--- src/rtl/day6_seq_divider_if.sv ---
// Handshake and operand/result bundle for the day6 sequential divider.
// master: the requester driving start/operands; slave: the divider itself.
interface day6_seq_divider_if #(
    parameter int WIDTH = 4
);
    logic             start_in;
    logic [WIDTH-1:0] dividend_in;
    logic [WIDTH-1:0] divisor_in;
    logic             busy_out;
    logic             done_out;
    logic [WIDTH-1:0] quotient_out;
    logic [WIDTH-1:0] remainder_out;
    logic             div_by_zero_out;

    modport master (
        output start_in, dividend_in, divisor_in,
        input  busy_out, done_out, quotient_out, remainder_out, div_by_zero_out
    );

    modport slave (
        input  start_in, dividend_in, divisor_in,
        output busy_out, done_out, quotient_out, remainder_out, div_by_zero_out
    );
endinterface

--- src/rtl/day6_seq_divider.sv ---
// day6_seq_divider: restoring divider, one quotient bit per clock.
// Optional macro DIV_SIGNED_EN: two's complement operands, magnitudes are
// divided and a one-cycle FIXUP state applies the signs afterwards.
//
// state | meaning
// IDLE  | waiting for start_in; results held
// CALC  | one restoring iteration per clock (single cycle for divide by zero)
// FIXUP | sign correction of quotient/remainder (DIV_SIGNED_EN only)
module day6_seq_divider #(
    parameter int WIDTH = 4
) (
    input  logic              clk,
    input  logic              reset,
    day6_seq_divider_if.slave bus
);
    localparam int CW = $clog2(WIDTH);
    localparam logic [CW-1:0] LAST = CW'(WIDTH - 1);

`ifdef DIV_SIGNED_EN
    typedef enum logic [1:0] {IDLE = 2'd0, CALC = 2'd1, FIXUP = 2'd2} state_t;
`else
    typedef enum logic [0:0] {IDLE = 1'b0, CALC = 1'b1} state_t;
`endif

    state_t           r_state;
    state_t           w_next_state;
    logic [WIDTH-1:0] r_rem;
    logic [WIDTH-1:0] r_q;
    logic [WIDTH-1:0] r_divisor;
    logic [WIDTH-1:0] r_dividend;
    logic [CW-1:0]    r_count;
    logic             r_dz;
    logic             r_done;
    logic [WIDTH-1:0] r_quot_out;
    logic [WIDTH-1:0] r_rem_out;
    logic             r_dbz_out;
    logic             w_last;
    logic [WIDTH:0]   w_trial;
    logic             w_borrow;
    logic [WIDTH-1:0] w_rem_next;
    logic [WIDTH-1:0] w_q_next;
    logic [WIDTH-1:0] w_dividend_mag;
    logic [WIDTH-1:0] w_divisor_mag;

`ifdef DIV_SIGNED_EN
    logic             r_neg_q;
    logic             r_neg_r;
    assign w_dividend_mag = bus.dividend_in[WIDTH-1] ? -bus.dividend_in : bus.dividend_in;
    assign w_divisor_mag  = bus.divisor_in[WIDTH-1]  ? -bus.divisor_in  : bus.divisor_in;
`else
    assign w_dividend_mag = bus.dividend_in;
    assign w_divisor_mag  = bus.divisor_in;
`endif

    // The shifted-in remainder needs WIDTH+1 bits; its MSB is the borrow.
    assign w_trial    = {r_rem, r_q[WIDTH-1]} - {1'b0, r_divisor};
    assign w_borrow   = w_trial[WIDTH];
    assign w_rem_next = w_borrow ? {r_rem[WIDTH-2:0], r_q[WIDTH-1]} : w_trial[WIDTH-1:0];
    assign w_q_next   = {r_q[WIDTH-2:0], ~w_borrow};
    assign w_last     = (r_state == CALC) && !r_dz && (r_count == LAST);

    // State register.
    always_ff @(posedge clk or posedge reset) begin
        if (reset) r_state <= IDLE;
        else       r_state <= w_next_state;
    end

    // Next-state decode.
    always_comb begin
        w_next_state = r_state;
        case (r_state)
            IDLE:    if (bus.start_in) w_next_state = CALC;
`ifdef DIV_SIGNED_EN
            CALC:    if (r_dz) w_next_state = IDLE;
                     else if (w_last) w_next_state = FIXUP;
            FIXUP:   w_next_state = IDLE;
`else
            CALC:    if (r_dz || w_last) w_next_state = IDLE;
`endif
            default: w_next_state = IDLE;
        endcase
    end

    // Operand capture, iteration datapath and result registers.
    always_ff @(posedge clk or posedge reset) begin
        if (reset) begin
            r_rem      <= '0;
            r_q        <= '0;
            r_divisor  <= '0;
            r_dividend <= '0;
            r_count    <= '0;
            r_dz       <= 1'b0;
            r_done     <= 1'b0;
            r_quot_out <= '0;
            r_rem_out  <= '0;
            r_dbz_out  <= 1'b0;
`ifdef DIV_SIGNED_EN
            r_neg_q    <= 1'b0;
            r_neg_r    <= 1'b0;
`endif
        end else begin
            r_done <= 1'b0;
            case (r_state)
                IDLE: begin
                    if (bus.start_in) begin
                        r_rem      <= '0;
                        r_q        <= w_dividend_mag;
                        r_divisor  <= w_divisor_mag;
                        r_dividend <= bus.dividend_in;
                        r_count    <= '0;
                        r_dz       <= (bus.divisor_in == '0);
                        r_dbz_out  <= 1'b0;
`ifdef DIV_SIGNED_EN
                        r_neg_q    <= bus.dividend_in[WIDTH-1] ^ bus.divisor_in[WIDTH-1];
                        r_neg_r    <= bus.dividend_in[WIDTH-1];
`endif
                    end
                end
                CALC: begin
                    if (r_dz) begin
                        r_quot_out <= '1;
                        r_rem_out  <= r_dividend;
                        r_dbz_out  <= 1'b1;
                        r_done     <= 1'b1;
                    end else begin
                        r_rem   <= w_rem_next;
                        r_q     <= w_q_next;
                        r_count <= r_count + CW'(1);
`ifndef DIV_SIGNED_EN
                        if (w_last) begin
                            r_quot_out <= w_q_next;
                            r_rem_out  <= w_rem_next;
                            r_done     <= 1'b1;
                        end
`endif
                    end
                end
`ifdef DIV_SIGNED_EN
                FIXUP: begin
                    r_quot_out <= r_neg_q ? -r_q : r_q;
                    r_rem_out  <= r_neg_r ? -r_rem : r_rem;
                    r_done     <= 1'b1;
                end
`endif
                default: ;
            endcase
        end
    end

    assign bus.busy_out        = (r_state != IDLE);
    assign bus.done_out        = r_done;
    assign bus.quotient_out    = r_quot_out;
    assign bus.remainder_out   = r_rem_out;
    assign bus.div_by_zero_out = r_dbz_out;
endmodule
--- src/flat_wrapper.sv ---
// flat-port wrapper written by rule: the top's interface ports become plain ports
module day6_seq_divider_flat 
#(
    parameter int WIDTH = 4
)
  (clk, reset, bus_start_in, bus_dividend_in, bus_divisor_in, bus_busy_out, bus_done_out, bus_quotient_out, bus_remainder_out, bus_div_by_zero_out);
  day6_seq_divider_if #(.WIDTH(WIDTH)) bus_i ();
  input  logic clk;
  input  logic reset;
  input wire logic [$bits(bus_i.start_in)-1:0] bus_start_in;
  input wire logic [$bits(bus_i.dividend_in)-1:0] bus_dividend_in;
  input wire logic [$bits(bus_i.divisor_in)-1:0] bus_divisor_in;
  output wire logic [$bits(bus_i.busy_out)-1:0] bus_busy_out;
  output wire logic [$bits(bus_i.done_out)-1:0] bus_done_out;
  output wire logic [$bits(bus_i.quotient_out)-1:0] bus_quotient_out;
  output wire logic [$bits(bus_i.remainder_out)-1:0] bus_remainder_out;
  output wire logic [$bits(bus_i.div_by_zero_out)-1:0] bus_div_by_zero_out;
  assign bus_i.start_in = bus_start_in;
  assign bus_i.dividend_in = bus_dividend_in;
  assign bus_i.divisor_in = bus_divisor_in;
  assign bus_busy_out = bus_i.busy_out;
  assign bus_done_out = bus_i.done_out;
  assign bus_quotient_out = bus_i.quotient_out;
  assign bus_remainder_out = bus_i.remainder_out;
  assign bus_div_by_zero_out = bus_i.div_by_zero_out;
  day6_seq_divider #(.WIDTH(WIDTH)) u_core (.clk(clk), .reset(reset), .bus(bus_i));
endmodule
--- config.mk ---
export PLATFORM = sky130hd
export DESIGN_NAME = day6_seq_divider_flat
export DESIGN_NICKNAME = d
export VERILOG_FILES = /design/src/rtl/day6_seq_divider_if.sv /design/src/rtl/day6_seq_divider.sv /design/src/flat_wrapper.sv
export SDC_FILE = /design/constraint.sdc
export NUM_CORES = 1
export LEC_CHECK = 0
export BUFFER_PORTS_ARGS = -buffer_cell sky130_fd_sc_hd__buf_2
export CORE_MARGIN = 2
export CORE_UTILIZATION = 59
export DETAILED_ROUTE_END_ITERATION = 6
export PLACE_DENSITY = 0.83
export SYNTH_ARGS = -nofsm -noshare
export SYNTH_HDL_FRONTEND = slang
export SYNTH_SLANG_ARGS = --single-unit
--- constraint.sdc ---
create_clock -name clk -period 5.5 [get_ports clk]
set_input_delay 0.275 -clock clk [delete_from_list [all_inputs] [get_ports clk]]
set_output_delay 0.275 -clock clk [all_outputs]
set_load 0.02 [all_outputs]
==> summary.md <==
| Metric | Value |
|---|---|
| Area taken by flip-flops and latches | ~750 sq um |
| Fill cell total of the finished layout | approximately 170 |
| All-Layer GR Usage | between 20% and 30% |
| Synth Net Count | 158 |
| Cell types occupying the most area after synthesis | sky130_fd_sc_hd__dfrtp_1 53%, sky130_fd_sc_hd__nand2_1 8.5%, sky130_fd_sc_hd__o21ai_0 4.6% |
| Endpoint of the worst hold-timing path | u_core.r_dividend[0] |
| Sequential share of power | 36.9% |
| Average routed wire per standard cell | around 15 um |
| Port Buffers | 21 |
| Register-to-register path setup slack | about 3.2 ns |
| Post-route cell area | around 1600 sq um |
| Type of the tightest min-delay check | in -> reg |
| Syn avg cell area | approximately 10 sq um |
| Number of max-slew violations in the final report | 0 |
| Die Wd | 52.8 um |
| Clock insertion delay at the later pin of the skew report | about 0.33 ns |
| Cell row count | 17 |
| Final TNS setup | 0 ns |
| Post-Route M1 WL | 1.25 mm |
| Switching pwr | between 0.4 and 0.5 mW |
| Worst hold path startpoint | bus_dividend_in[0] |
| Number of gates resized after cts | 0 |
| Total instance count after detailed placement | ~190 |
| Number of non-filler instances in the completed layout | 192 |
| Number of DRC violations after detailed-routing iteration 0 | 35 |
| Final count of hold timing violations | 0 |
| Relative slew slack | 28.2% |
| Status | completed |
| Area of combinational cells with multiple inputs | around 600 sq um |
| Peak VDD IR | about 430 uV |
| Final weighted congestion in routability-driven placement | 0.897 |
| Leakage component of the power | 0.786 nW |
| Routed length on met3 | 181 um |
| Antenna violations before repair | 0 |
| Actual slew at the worst max-slew pin | 1.08 ns |
| Wire length of the first global-routing pass | just under 5 mm |
| Synthesized cell area | approximately 1400 sq um |
| Top fanout value on the critical path | 6 |
| Final layout net count | around 180 |
| Vias after detailed routing | ~1.1k |
| Period utilisation layout | 41.4% |
| Crit-path leading delay family | adder cells |
| Die span in y | about 53 um |
| Grt ovf | 0 |
| Number of buffers inserted for hold repair after clock tree synthesis | 0 |
| Fraction of layout cells with a size suffix above 1 | ~18% |
| Proportion of netlist area held by the largest area contributor | between 50% and 60% |
| Pin count of the biggest net entering global routing | 31 |
| ANT nets after route | 0 |
| Library cell with the largest summed area after synthesis | sky130_fd_sc_hd__dfrtp_1 |
| CTS tree | yes |
| Vias in the first global route | 1,059 |
| CP max stage cell | sky130_fd_sc_hd__fa_1 |
| CP startpoint kind | flip-flop |
| Worst-path cell chain | ha_1 -> fa_1 -> nand2b_1 -> a21oi_2 -> xor2_4 -> mux2_4 -> o21ai_0 |
| Worst setup skew after layout | 0.00558 ns |
| Time the worst path needs with I/O delays and setup | between 2 and 2.5 ns |
| Floorplan core area | about 2200 sq um |
| Area post-placement | 1530 sq um |
| Hold depth | 3 |
| R2r startpoint | u_core.r_divisor[0] |
| Synthesized flop and latch total | 30 |
| Maximum number of buffers from clock root to sink | 2 |
| Yosys cell types | 28 |
| Post-layout power | 1.11 mW |
| Fraction of power spent switching nets | between 40% and 50% |
| CTS H-tree depth | 2 |
| Synthesis-to-finish area growth | 11.8% |
| I/O pin count | 22 |
| Critical path's largest stage delay | ~0.4 ns |
| Die area | 2790 sq um |
| Kind of critical path | reg -> reg |
| DR vias/cell | approximately 5.7 |
| Number of detailed-route iterations in the first pass | 4 |
| Initial core utilization | 62.9% |
| Buffer type at the clock tree root | sky130_fd_sc_hd__clkbuf_4 |
| Share of total power in combinational logic | approximately 53% |
| Setup Viol. Count Final | 0 |
| R2r endpoint | u_core.r_rem[1] |
| Final Worst Setup Slack | ~3.2 ns |
| Worst Path Buf+Inv | 0 |
| Number of antenna diodes | 0 |
| Total CTS buffers | 5 |
| Gate count of the mapped netlist | around 140 |
| Highest achievable clock rate | ~0.44 GHz |
| Top routing layer in use | met4 |
| Clock tree sinks | 30 |
| Total power divided by cell area | just over 700 nW/um^2 |
| Critical Path End Type | flip-flop |
| Drt total wl | 2.92 mm |
| Post-Place Setup Slack | 3.21 ns |
| Arrival time at the worst endpoint | 2.53 ns |
| Post-CTS Repair Setup Buffers | 0 |
| Clock Power Share | 10.6% |
| MaxCap Viol Count | 0 |
| Reg2Reg Depth | 7 |
| Warnings, synthesis | 0 |
| Drt drc | 0 |
| Setup repair after global routing missed its margin | false |
| Internal power | about 0.62 mW |
| Met2 layer wire length in the routed design | around 1.4 mm |
| Register clock-pin slew on the reported worst setup and hold paths | ~0.090 ns |
| Detailed Place HPWL | 2.12 mm |
| Sequential fraction of the synthesis area | around 53% |
| Required time of the critical path | 5.75 ns |
## area by class of cell
type / count / area share, %
sequential: 30 / 47.8
multi-input combinational: 97 / 38.3
timing repair buffer: 21 / 6.69
clock buffer: 7 / 2.87
tap: 28 / 2.23
inverter: 9 / 2.15
## flip-flops by register name, summed over array words and instances, names as in the netlist
register,flops
u_core.r_dividend,4
u_core.bus.div_by_zero_out,1
u_core.bus.quotient_out,4
u_core.bus.remainder_out,4
u_core.r_dz,1
u_core.bus.busy_out,1
u_core.r_q,4
u_core.r_rem,4
u_core.r_count,2
u_core.bus.done_out,1
u_core.r_divisor,4
## cell usage in the layout (no fill, tap or decap), types with 2 or more instances in the layout
master | Yosys | final
sky130_fd_sc_hd__nand2_1 | 32 | 32
sky130_fd_sc_hd__dfrtp_1 | 30 | 30
sky130_fd_sc_hd__buf_2 | 0 | 21
sky130_fd_sc_hd__o21ai_0 | 13 | 13
sky130_fd_sc_hd__inv_1 | 9 | 9
sky130_fd_sc_hd__nor2_1 | 7 | 7
sky130_fd_sc_hd__ha_1 | 5 | 5
sky130_fd_sc_hd__clkbuf_4 | 0 | 5
sky130_fd_sc_hd__a21oi_1 | 4 | 4
sky130_fd_sc_hd__o22a_1 | 4 | 4
sky130_fd_sc_hd__nand2b_1 | 3 | 3
sky130_fd_sc_hd__o22ai_1 | 3 | 3
sky130_fd_sc_hd__o21ai_1 | 3 | 3
sky130_fd_sc_hd__a32oi_1 | 3 | 3
sky130_fd_sc_hd__nor3_1 | 3 | 3
sky130_fd_sc_hd__nor2b_1 | 2 | 2
sky130_fd_sc_hd__mux2i_1 | 2 | 2
sky130_fd_sc_hd__mux2_4 | 2 | 2
sky130_fd_sc_hd__clkbuf_1 | 5 | 2
## routing by layer
metal / vias up / global-route usage [%]
met5: - / 0
met4: 0 / 12.4
met3: 9 / 10.0
met2: 37 / 39.6
met1: 519 / 32.2
li1: 525 / -
## through the flow
step           util [%]  hold WS (ns)
2_1_floorplan         -         0.366
3_3_place_gp       68.3         0.467
3_5_place_dp       68.3         0.470
4_1_cts            70.4         0.152
5_1_grt            70.4         0.167
6_report           70.4         0.156
## worst max path at each step
stage / startpoint / to / cells after the start
after floorplan: u_core.r_divisor[0] / u_core.r_rem[0] / 7
after global placement: u_core.r_divisor[0] / u_core.bus.remainder_out[0] / 7
after detailed placement: u_core.r_divisor[0] / u_core.r_rem[0] / 7
after CTS: u_core.r_divisor[0] / u_core.r_rem[1] / 7
after global routing: u_core.r_q[3] / u_core.bus.remainder_out[1] / 8
final: u_core.r_divisor[0] / u_core.r_rem[1] / 7
## worst min-delay path, cell delays in order
cell and delay [ns]:
sky130_fd_sc_hd__buf_2 0.09, sky130_fd_sc_hd__nand2_1 0.04, sky130_fd_sc_hd__nand2_1 0.04
## cells in the mapped netlist, drive strengths merged
master / count
a31oi: 1
nor3: 3
mux2i: 2
o21ai: 16
dfrtp: 30
inv: 9
o22a: 4
nand3: 1
nand3b: 1
or4: 1
fa: 1
clkbuf: 5
xnor2: 1
xor2: 2
nand2b: 3
a22oi: 1
a32oi: 3
a21oi: 5
nand2: 32
mux2: 2
nor2b: 2
ha: 5
o22ai: 3
a22o: 1
nor2: 7
## power by group through the flow
stage	logic, mW	clock network, mW	registers (mW)
after floorplan	0.424	0	0.427
after global placement	0.558	0	0.406
after detailed placement	0.588	0	0.415
after CTS	0.590	0.119	0.410
after global routing	0.658	0.129	0.424
final	0.586	0.118	0.411
## cell families (layout without fill, tap and decap cells)
group | Yosys count | in the layout | share of synthesized area (%)
muxes | 4 | 4 | 3.56
and+or+nand+nor | 50 | 50 | 15.1
DFF | 30 | 30 | 53.4
adders and majority gates | 6 | 6 | 5.88
xor gates and xnor gates | 3 | 3 | 3.21
AOI/OAI and AO/OA | 34 | 34 | 15.0
buffers and inverters | 14 | 37 | 3.74
Note: power is estimated with default switching activity, not from simulation.
